`src/rtl/prog_fir_pkg.sv`:
```
// ============================================================================
// Module      : prog_fir_pkg
// Description : Shared types and default sizes for the programmable-FIR
//               coefficient loader.
// Revision    : 1.0  initial release
// ============================================================================
`default_nettype none

package prog_fir_pkg;

   typedef enum logic [1:0] {
      ST_IDLE    = 2'd0,
      ST_READ    = 2'd1,
      ST_DRAIN   = 2'd2,
      ST_PENDING = 2'd3
   } state_t;

   localparam int COEFFS_PER_WORD = 2;
   localparam int DEF_N_TAPS      = 30;
   localparam int DEF_COEFF_W     = 16;
   localparam int DEF_ADDR_W      = 10;

endpackage

`default_nettype wire

```
`src/rtl/prog_fir_coeff_loader_coeff_rd_pipe.sv`:
```
// ============================================================================
// Module      : coeff_rd_pipe
// Description : RD_LAT-deep valid/index delay line; tags RAM read data with
//               the word index that was issued RD_LAT cycles earlier.
// Revision    : 1.0  initial release
// ============================================================================
`default_nettype none

module coeff_rd_pipe #(
   parameter int RD_LAT = 2,
   parameter int IDX_W  = 4
) (
   input  logic             clk,
   input  logic             rst,
   input  logic             i_vld,
   input  logic [IDX_W-1:0] i_idx,
   output logic             o_vld,
   output logic [IDX_W-1:0] o_idx
);

   logic [RD_LAT-1:0] r_vld;
   logic [IDX_W-1:0]  r_idx [RD_LAT];

   always_ff @(posedge clk) begin
      if (rst) begin
         r_vld <= '0;
         for (int s = 0; s < RD_LAT; s++) begin
            r_idx[s] <= '0;
         end
      end else begin
         r_vld[0] <= i_vld;
         r_idx[0] <= i_idx;
         for (int s = 1; s < RD_LAT; s++) begin
            r_vld[s] <= r_vld[s-1];
            r_idx[s] <= r_idx[s-1];
         end
      end
   end

   assign o_vld = r_vld[RD_LAT-1];
   assign o_idx = r_idx[RD_LAT-1];

endmodule

`default_nettype wire

```
`src/rtl/prog_fir_coeff_loader.sv`:
```
// ============================================================================
// Module      : prog_fir_coeff_loader
// Description : Reads packed tap coefficients from RAM port A into a shadow
//               bank and swaps it into the active bank on a frame boundary.
//               Optional macro PROG_FIR_CKSUM_EN builds a per-load checksum.
// Revision    : 1.0  initial release
// ============================================================================
`default_nettype none

module prog_fir_coeff_loader
   import prog_fir_pkg::*;
#(
   parameter int N_TAPS  = DEF_N_TAPS,
   parameter int COEFF_W = DEF_COEFF_W,
   parameter int RD_LAT  = 2,
   parameter int ADDR_W  = DEF_ADDR_W
) (
   input  logic                      clk,
   input  logic                      rst,
   input  logic                      i_load,
   input  logic [ADDR_W-1:0]         i_base_addr,
   input  logic                      i_frame_sync,
   output logic                      o_bram_en_a,
   output logic                      o_bram_we,
   output logic [ADDR_W-1:0]         o_bram_addr,
   output logic [31:0]               o_bram_wr_data,
   input  logic [31:0]               i_bram_rd_data,
   output logic [N_TAPS*COEFF_W-1:0] o_coeffs,
   output logic                      o_coeffs_valid,
   output logic                      o_busy,
   output logic                      o_done,
   output logic                      o_load_err,
   output logic [15:0]               o_load_count,
   output logic [31:0]               o_cksum
);

   localparam int C_WORDS  = N_TAPS / COEFFS_PER_WORD;
   localparam int C_WORD_W = COEFFS_PER_WORD * COEFF_W;
   localparam int C_IDX_W  = (C_WORDS > 1) ? $clog2(C_WORDS) : 1;
   localparam logic [C_IDX_W-1:0] C_LAST_IDX = C_IDX_W'(C_WORDS - 1);

   state_t                    r_state;
   logic                      r_en_a;
   logic [ADDR_W-1:0]         r_addr;
   logic [C_IDX_W-1:0]        r_idx;
   logic [N_TAPS*COEFF_W-1:0] r_coeffs;
   logic                      r_coeffs_valid;
   logic                      r_done;
   logic                      r_load_err;
   logic [15:0]               r_load_count;
   logic [C_WORD_W-1:0]       r_shadow [C_WORDS];

   logic                      w_cap_vld;
   logic [C_IDX_W-1:0]        w_cap_idx;
   logic                      w_accept;
   logic                      w_swap;

   assign w_accept = (r_state == ST_IDLE) && i_load;
   assign w_swap   = (r_state == ST_PENDING) && i_frame_sync;

   // Index tag travels alongside the address so the returning word lands
   // in the right shadow slot regardless of RD_LAT.
   coeff_rd_pipe #(
      .RD_LAT (RD_LAT),
      .IDX_W  (C_IDX_W)
   ) u_rd_pipe (
      .clk   (clk),
      .rst   (rst),
      .i_vld (r_en_a),
      .i_idx (r_idx),
      .o_vld (w_cap_vld),
      .o_idx (w_cap_idx)
   );

   always_ff @(posedge clk) begin
      if (rst) begin
         for (int k = 0; k < C_WORDS; k++) begin
            r_shadow[k] <= '0;
         end
      end else if (w_cap_vld) begin
         r_shadow[w_cap_idx] <= i_bram_rd_data[C_WORD_W-1:0];
      end
   end

   always_ff @(posedge clk) begin
      if (rst) begin
         r_state        <= ST_IDLE;
         r_en_a         <= 1'b0;
         r_addr         <= '0;
         r_idx          <= '0;
         r_coeffs       <= '0;
         r_coeffs_valid <= 1'b0;
         r_done         <= 1'b0;
         r_load_err     <= 1'b0;
         r_load_count   <= '0;
      end else begin
         r_done <= 1'b0;
         if (i_load && (r_state != ST_IDLE)) begin
            r_load_err <= 1'b1;
         end
         case (r_state)
            ST_IDLE: begin
               if (w_accept) begin
                  r_addr  <= i_base_addr;
                  r_en_a  <= 1'b1;
                  r_idx   <= '0;
                  r_state <= ST_READ;
               end
            end
            ST_READ: begin
               if (r_idx == C_LAST_IDX) begin
                  r_en_a  <= 1'b0;
                  r_state <= ST_DRAIN;
               end else begin
                  r_addr <= r_addr + 1'b1;
                  r_idx  <= r_idx + 1'b1;
               end
            end
            ST_DRAIN: begin
               if (w_cap_vld && (w_cap_idx == C_LAST_IDX)) begin
                  r_state <= ST_PENDING;
               end
            end
            ST_PENDING: begin
               if (w_swap) begin
                  for (int k = 0; k < C_WORDS; k++) begin
                     r_coeffs[k*C_WORD_W +: C_WORD_W] <= r_shadow[k];
                  end
                  r_done         <= 1'b1;
                  r_coeffs_valid <= 1'b1;
                  r_load_count   <= r_load_count + 16'd1;
                  r_state        <= ST_IDLE;
               end
            end
            default: r_state <= ST_IDLE;
         endcase
      end
   end

`ifdef PROG_FIR_CKSUM_EN
   logic [31:0] r_acc;
   logic [31:0] r_cksum;

   always_ff @(posedge clk) begin
      if (rst) begin
         r_acc   <= '0;
         r_cksum <= '0;
      end else begin
         if (w_accept) begin
            r_acc <= '0;
         end else if (w_cap_vld) begin
            r_acc <= r_acc + i_bram_rd_data;
         end
         if (w_swap) begin
            r_cksum <= r_acc;
         end
      end
   end

   assign o_cksum = r_cksum;
`else
   assign o_cksum = '0;
`endif

   assign o_bram_en_a    = r_en_a;
   assign o_bram_we      = 1'b0;
   assign o_bram_addr    = r_addr;
   assign o_bram_wr_data = '0;
   assign o_coeffs       = r_coeffs;
   assign o_coeffs_valid = r_coeffs_valid;
   assign o_busy         = (r_state != ST_IDLE);
   assign o_done         = r_done;
   assign o_load_err     = r_load_err;
   assign o_load_count   = r_load_count;

endmodule

`default_nettype wire

```
`config.mk`:
```
export PLATFORM = sky130hd
export DESIGN_NAME = prog_fir_coeff_loader
export DESIGN_NICKNAME = d
export VERILOG_FILES = /design/src/rtl/prog_fir_pkg.sv /design/src/rtl/prog_fir_coeff_loader_coeff_rd_pipe.sv /design/src/rtl/prog_fir_coeff_loader.sv
export SDC_FILE = /design/constraint.sdc
export NUM_CORES = 1
export LEC_CHECK = 0
export BUFFER_PORTS_ARGS = -buffer_cell sky130_fd_sc_hd__buf_2
export CORE_UTILIZATION = 56
export CTS_CLUSTER_SIZE = 14
export DETAILED_ROUTE_END_ITERATION = 10
export PLACE_DENSITY = 0.82
export RECOVER_POWER = 100
export REMOVE_ABC_BUFFERS = 1
export SLEW_MARGIN = 5
export SYNTH_ARGS = -nofsm -noshare
export SYNTH_HDL_FRONTEND = slang
export SYNTH_HIERARCHICAL = 1
export SYNTH_SLANG_ARGS = --single-unit
```
`constraint.sdc`:
```
create_clock -name clk -period 7.1 [get_ports clk]
set_clock_uncertainty 0.2 [all_clocks]
set_input_delay 1.775 -clock clk [delete_from_list [all_inputs] [get_ports clk]]
set_output_delay 1.775 -clock clk [all_outputs]
set_load 0.02 [all_outputs]
```
== Word-level counts from Yosys, hierarchy flattened ==
Memories as Yosys holds them, arrays and structs flattened. A register that Yosys moved wholly into a read port is not among the register bits.
Index checks and enable logic that the tools add are counted.

* Memories: 2
* Memory bits (writable): 488
* Input bits: 46
* Register bits: 38
* Logic and storage cells: 66
* Output and inout bits: 576

* Equality and inequality tests: 10
* Bitwise operators: 3
* Reduce and logical (&&, ||, !) cells: 13
* Mux-type cells: 26
* Add/sub/neg operators: 3

{| class="wikitable"
|+ Memory list
! memory !! words !! bits a word !! rd ports !! clocked after Yosys merged registers in !! write ports !! line !! text
|-
| r_shadow || 15 || 32 || 15 || 15 || 15 || prog_fir_coeff_loader.sv:51 || <nowiki>logic [C_WORD_W-1:0] r_shadow [C_WORDS];</nowiki>
|-
| u_rd_pipe.r_idx || 2 || 4 || 2 || 0 || 2 || prog_fir_coeff_loader_coeff_rd_pipe.sv:22 || <nowiki>logic [IDX_W-1:0] r_idx [RD_LAT];</nowiki>
|}

{| class="wikitable"
|+ Operators by type and width
! cell !! count
|-
| 32-bit two-way mux || 1
|-
| 32-bit OR reduction || 1
|-
| 10-bit two-way mux || 2
|-
| 4-bit two-way mux || 5
|-
| 10-bit case mux with 2 select lines || 1
|-
| 16-bit by 1-bit adder with 16-bit output, second input constant || 1
|-
| 10-bit by 1-bit adder with 10-bit output, second input constant || 1
|-
| 1-bit two-way mux || 10
|-
| 2-bit != test, second input constant || 5
|-
| 4-bit == test, second input constant || 2
|-
| 2-bit two-way mux || 4
|-
| 2-bit case mux with 4 select lines || 1
|-
| 4-bit case mux with 2 select lines || 1
|-
| 3-bit AND reduction || 2
|-
| 4-bit by 1-bit adder with 4-bit output, second input constant || 1
|-
| 2-bit == test, second input constant || 2
|-
| 1-bit logical AND || 4
|-
| 4-bit AND reduction || 1
|-
| 2-bit nonzero test || 2
|-
| 2-bit by 1-bit == test with 1-bit output, second input constant || 1
|-
| 2-bit zero test || 1
|-
| 1-bit OR || 2
|-
| 1-bit case mux with 2 select lines || 1
|-
| 2-bit AND reduction || 1
|-
| other kinds (2) || 2
|}

== Depth between registers and ports, before layout ==
Gate-level depths: netlist of the first run.

* Depth in word-level cells: 5
* Depth in mapped cells: 8
* Mapped depth without buffers: 6

== Modules after synthesis ==
The synthesis of the first run kept the hierarchy.

{| class="wikitable"
|+ Modules (own cells, without submodules)
! module !! cells an instance !! area an instance (sq um) !! times used
|-
| prog_fir_coeff_loader || 3445 || 36541.3 || 1
|-
| coeff_rd_pipe || 24 || 292.8 || 1
|}

== Worst setup path before layout of the first run ==
OpenSTA, ideal clock, no wires.

* Path type: input-to-reg
* Start point: in rst
* End point: mem r_shadow[1][0] in the netlist's numbering, enable pin
* Stages: 4
* Data arrival time: 4.846 ns
* Data required time: 6.434 ns
* Path slack: 1.588 ns
* Cells stage by stage: buf_6 or4b_1 buf_4 o21ai_0

{| class="wikitable"
|+ RTL lines
! item !! line !! text
|-
| start: declaration || prog_fir_coeff_loader.sv:19 || <nowiki>input logic rst,</nowiki>
|-
| end: declaration || prog_fir_coeff_loader.sv:51 ||
|}

==> impl_metrics.yaml, run 1 <==
synth:
  ys.warnings.count: 6
  synth_edf_count: 480
  ys_async_sr_fraction_pct: 0
  synthDistinctLibCells: 52
  syn_inst: 3469
  synthFlopType: "dfxtp_1"
  synth.avg_cell_area_um2: 10.6
  synth-seq-cells: 1006
  syn-cell-area_um2: 36800
  yosysSeqAreaShare_pct: 67.7
grt:
  antenna_found_initial: 16
  grt_pass1_vias: 24800
  grt_overflow_total: 0
  grt_use_total_pct: 30.3
  grt_max_degree: 191
  grt_pass1_wl_um: 152000
sta:
  slew-limit-headroom_pct: -111
  fmax_ghz: 0.177
  setup_slack_ps: 1460
  min_period_ps: 5640
  setup_tns_ps: 0
  slew_violations: 791
  worstMarginPinSlew_ps: 3150
  setup_viol: 0
  final_hold_viol_count: 0
  period_share_pct: 79.4
  rsz0062_at_grt: "false"
clock_network:
  clk_pin_slew_ps: 60
  cts_made_buffers: 99
  cts-resized-gates: 0
  cts_tree: "yes"
  h-tree-depth: 3
  clock_latency_ps: 650
  clockRootBuffer: "clkbuf_16"
  ctsHoldBuffers: 0
  cts_sinks: 1006
  clk_path_buf_depth: 3
  cts_setup_buffers: 0
floorplanning:
  io_pins: 622
  start_util_pct: 56.9
  die_width_um: 258
  die_area_um2: 66800
  rows: 93
  core-area_um2: 64700
  die_h_um: 258
critical_path:
  worst-r2r-setup-slack_ps: 2590
  critPathCaptureType: "register"
  cpPeakStageDelay_ps: 1840
  reg2reg_to: "r_shadow[0][12]"
  critical-path-slowest-cell: "or2_0"
  reg2reg_depth: 3
  cp-start-kind: "input pin"
  cp-startpoint: "rst"
  crit_fanout: 115
  r2r_start: "u_rd_pipe/r_idx[0][7]"
  critPathTopFamily: "simple AND/OR/NAND/NOR gates"
  cp_num_buf_inv: 1
  crit_required_ps: 7100
  crit_chain: "buf_8, or4b_1, nor3_4, or2_0"
  crit_type: "input pin to register"
  cp.arrival_ps: 5640
power_and_ir_drop:
  power_density_nw_per_um2: 300
  p_leak_nw: 14.5
  irDropWorstVdd_uv: 245
  finalPower_mw: 12.7
detailed_routing:
  drt_first_pass_iters: 7
  drt_first_iter_violations: 3277
  totalWireLength_um: 105000
  wire_per_inst_um: 21.6
  drc: 0
  avgViaCountPerCell: 5.52
  vias: 26700
  antenna_left: 0
final_layout:
  fill_cells: 5115
  final_nets: 3947
  layout_common_cells: "nand2_1, clkbuf_1, dfxtp_1"
  drive_gt1_share_pct: 5.50
  final_common_cell: "nand2_1"
  area_growth_pct: 15.0
place:
  place_ws_ps: 1720
  routabilityCongestion: 0.820
  dpl.hpwl_um: 60000
  port_buffers: 556
worst_hold_path:
  hold_start: "u_rd_pipe/r_idx[0][2]"
  hold_depth: 1
  hold_path_class: "register to register"
  hold_path_end: "u_rd_pipe/r_idx[0][6]"
run:
  cap_violations: 22
outcome:
  violations: "max-capacitance violations, max-slew violations"
  outcome: "finished, violations left"
[cell type report]
| class | count | area, µm² | area share (%) |
|---|---|---|---|
| Tap cell | 855 | 1070 | 2.53 |
| Multi-Input combinational cell | 2200 | 10600 | 25.1 |
| Sequential cell | 1006 | 24900 | 58.9 |
| Clock buffer | 150 | 2960 | 6.98 |
| Clock inverter | 37 | 374 | 0.883 |
| Inverter | 10 | 37.5 | 0.0886 |
| Antenna cell | 7 | 17.5 | 0.0413 |
| Timing Repair Buffer | 576 | 2340 | 5.53 |
[stage by stage]
step	cells	cell area (µm²)	utilization (%)	hold slack (ps)
global route	4837	42400	65.5	265
global placement	4647	39800	61.6	225
floorplan	3216	35600	-	214
detailed placement	4647	39800	61.6	234
finish	4841	42400	65.5	250
CTS	4834	43200	66.7	247
[synthesized netlist by cell type, drive strengths merged, types with 7 or more instances]
cell	n	share of area, %
o21ai	17	0.23
nor3	11	0.21
nand4	11	0.19
xor2	9	0.21
a21oi	495	6.7
nor2	39	0.46
dfxtp	526	29
and2	481	8.2
and3	7	0.12
inv	10	0.10
edfxtp	480	39
ha	8	0.27
buf	77	1.5
nand2	979	10
nand3	10	0.14
nor2b	14	0.24
clkbuf	240	2.5
[how the worst max path moves through the flow]
stage	end	slack, ps	depth (start not counted)
floorplan	o_load_count[4]	-3730	4
global placement	r_shadow[0][24]	1770	4
detailed placement	r_shadow[0][0]	1720	4
CTS	r_shadow[0][18]	2420	4
global route	r_shadow[11][15]	1170	5
finish	r_shadow[0][12]	1460	4
[registers in the layout, indices dropped and copies added (netlist names), 2 cells and up]
signal and count:
u_rd_pipe/r_idx 8, r_idx 4, r_state 2, o_coeffs 480, u_rd_pipe/r_vld 2, r_shadow 480, o_load_count 16, o_bram_addr 10
[cell families (layout without fill, tap and decap cells)]
group           Yosys count  after routing  synth area share (%)
simple gates           1574           1574                  19.9
flops                  1006           1006                  67.7
compound gates          534            534                  7.46
buf+inv                 327            773                  4.12
xor+xnor                 13             13                 0.309
fa+ha+maj                 8              8                 0.272
mux                       6              6                 0.173
other cells               1             72                0.0102
[worst reg2reg max path: cells and delay by family (launching register included)]
family | cells | cell delay (ps)
DFF | 1 | 350
and+or+nand+nor | 3 | 3500
[per-layer routing]
layer | GRT usage [%] | part of all wire (%) | vias up
met5 | 0 | 0 | -
met3 | 6.12 | 9.9 | 262
met4 | 14.5 | 4.9 | 0
li1 | - | - | 12200
met1 | 39.8 | 38 | 12900
met2 | 48.5 | 47 | 1421
[power breakdown]
group	switching, mW	leakage, nW	internal, mW
Combinational	0.777	3.63	0.206
Sequential	0.128	9.20	6.29
Clock	2.20	1.63	3.10
Total	3.11	14.5	9.59
No activity file was read; power rests on OpenSTA's default activity.
==> run 2: changes to the inputs <==
Settings changed: ABC_AREA from default to 1.
Clock period 7.1 ns to 5.2 ns, I/O delays scaled along.
==> run 2 against run 1 <==
The flow still finishes with violations (max-capacitance violations, max-slew violations). Count of clock-buffer cells in the layout decreased by 2. Synthesized area fell by 2.5%. Combinational power increased by 140%. Cell area shrank 2.3%. Power grew 46%. Hold slack worse by 51 ps. Cell count up 2.9%. Routed wire length down 1.5%. Sequential power increased by 44%.
==> impl_metrics.yaml, run 2 <==
detailed_routing:
  highest_layer: "met4"
  avgViaCountPerCell: 5.50
  met1_length_um: 38300
  wl_met3_um: 10400
  wire_per_inst_um: 20.7
  drc: 0
  drt_first_iter_violations: 3250
  drt_first_pass_iters: 8
  antenna_left: 0
  vias: 27400
  routed-wl-met2_um: 48500
  totalWireLength_um: 103000
final_layout:
  final_common_cell: "nor2_1"
  multiInputGateArea_um2: 9250
  final_nets: 4106
  layout_common_cells: "nor2_1, clkbuf_1, dfxtp_1"
  final_area_um2: 41400
  area_growth_pct: 15.3
  fill_cells: 5026
  antenna_cells: 0
  layout.area.seq_um2: 24900
  drive_gt1_share_pct: 6.02
  fin_util_pct: 65.5
synth:
  syn-cell-area_um2: 35900
  synth.area.top_cells: "edfxtp_1, dfxtp_1, nor2_1"
  synthDistinctLibCells: 31
  synth_top_cell_area_share_pct: 40.1
  synth.avg_cell_area_um2: 10.0
  syn_inst: 3583
  synth_edf_count: 480
  yosys.area.top_type: "edfxtp_1"
  yosysSeqAreaShare_pct: 69.5
  ys.warnings.count: 6
  synth-seq-cells: 1006
  yosys-top-cells-count: "nor2_1, dfxtp_1, o21ai_0, edfxtp_1"
  synthFlopType: "dfxtp_1"
  yosysMostFrequentCell: "nor2_1"
  ys_async_sr_fraction_pct: 0
sta:
  period_share_pct: 78.8
  worstMarginPinSlew_ps: 1820
  final_hold_viol_count: 0
  slew_violations: 66
  slew-limit-headroom_pct: -21.4
  setup_viol: 0
  fmax_ghz: 0.244
  rsz0062_at_grt: "false"
  min_period_ps: 4100
clock_network:
  clk_path_buf_depth: 3
  cts_made_buffers: 96
  cts-resized-gates: 0
  clockRootBuffer: "clkbuf_16"
  cts_setup_buffers: 0
  clk_pin_slew_ps: 60
  ctsHoldBuffers: 0
  clock_latency_ps: 640
  h-tree-depth: 3
  cts_sinks: 1006
  cts_tree: "yes"
floorplanning:
  die_area_um2: 65100
  io_pins: 622
  rows: 92
  start_util_pct: 56.8
  die_width_um: 255
  die_h_um: 255
  core-area_um2: 63200
power_and_ir_drop:
  power.switching_mw: 5.11
  combPwrFrac_pct: 12.9
  irDropWorstVdd_uv: 306
  clockPowerShare_pct: 37.2
  p_leak_nw: 15.6
  power_density_nw_per_um2: 446
  swShare_pct: 27.6
  sequentialPowerShare_pct: 49.9
  intPower_mw: 13.4
place:
  dpl.hpwl_um: 60400
  routabilityCongestion: 0.833
  port_buffers: 556
  dpl_cell_area_um2: 39000
worst_hold_path:
  hold_path_class: "register to register"
run:
  cap_violations: 2
outcome:
  violations: "max-capacitance violations, max-slew violations"
  outcome: "finished, violations left"
grt:
  grt_use_total_pct: 30.4
  antenna_found_initial: 0
  grt_pass1_wl_um: 147000
  grt_max_degree: 273
  grt_pass1_vias: 24500
  grt_overflow_total: 0
critical_path:
  crit_fanout: 117
  crit_type: "input pin to register"
  critPathCaptureType: "register"
  cp.arrival_ps: 4150
  cp-start-kind: "input pin"
  crit_required_ps: 5250
==> run 2: cell type report <==
class                           instances  share of cell area (%)
Sequential cell                      1006                    60.3
Multi-Input combinational cell       2239                    22.3
Clock buffer                          148                    6.87
Timing Repair Buffer                  623                    6.46
Tap cell                              846                    2.56
Inverter                               86                   0.816
Clock inverter                         33                   0.710
==> run 2: cells by family (layout without fill, tap and decap cells) <==
kind of cell / count (synthesis) / after routing / synth area share (%)
AOI/OAI and AO/OA: 524 / 524 / 7.34
xor gates and xnor gates: 2 / 2 / 0.0488
adders and majority gates: 8 / 8 / 0.279
buffers and inverters: 402 / 890 / 5.39
DFF: 1006 / 1006 / 69.5
other: 1 / 65 / 0.0104
and+or+nand+nor: 1640 / 1640 / 17.5
==> run 2: through the flow <==
stage / setup WS (ps) / cells / hold slack [ps] / TNS, ps / power, mW
after floorplan: -11320 / 3331 / 188 / -6067650 / 10.9
after global placement: 1280 / 4800 / 190 / 0 / 11.8
after detailed placement: 1270 / 4800 / 193 / 0 / 11.8
after CTS: 1950 / 4981 / 199 / 0 / 18.6
after global routing: 865 / 4981 / 230 / 0 / 19.1
final: 1100 / 4981 / 200 / 0 / 18.5
==> run 2: power groups by stage <==
stage / Clock, mW / Sequential, mW / Combinational, mW
global route: 7.22 / 9.27 / 2.59
detailed placement: 0 / 9.36 / 2.47
finish: 6.88 / 9.22 / 2.38
CTS: 6.93 / 9.20 / 2.49
global placement: 0 / 9.34 / 2.41
floorplan: 0 / 9.79 / 1.09
==> run 2: critical path, stage by stage <==
cell and delay (ps):
clkbuf_1 1000, inv_8 530, buf_12 400, nand2_1 110, clkbuf_2 730
==> run 2: final timing paths <==
path / start / end / slack [ps] / cells past startpoint
setup / recovery: rst / r_shadow[2][14] / 1100 / 5
hold / removal: u_rd_pipe/r_idx[0][3] / u_rd_pipe/r_idx[0][7] / 200 / 2
setup reg to reg: r_state[0] / o_coeffs[444] / 1480 / 6
hold reg to reg: u_rd_pipe/r_idx[0][3] / u_rd_pipe/r_idx[0][7] / 200 / 2
==> run 2: per-layer routing <==
metal / GRT usage, % / vias to the layer above
met5: 0 / -
met4: 16.6 / 0
met3: 6.22 / 317
met2: 48.9 / 1467
met1: 38.8 / 13100
li1: - / 12400
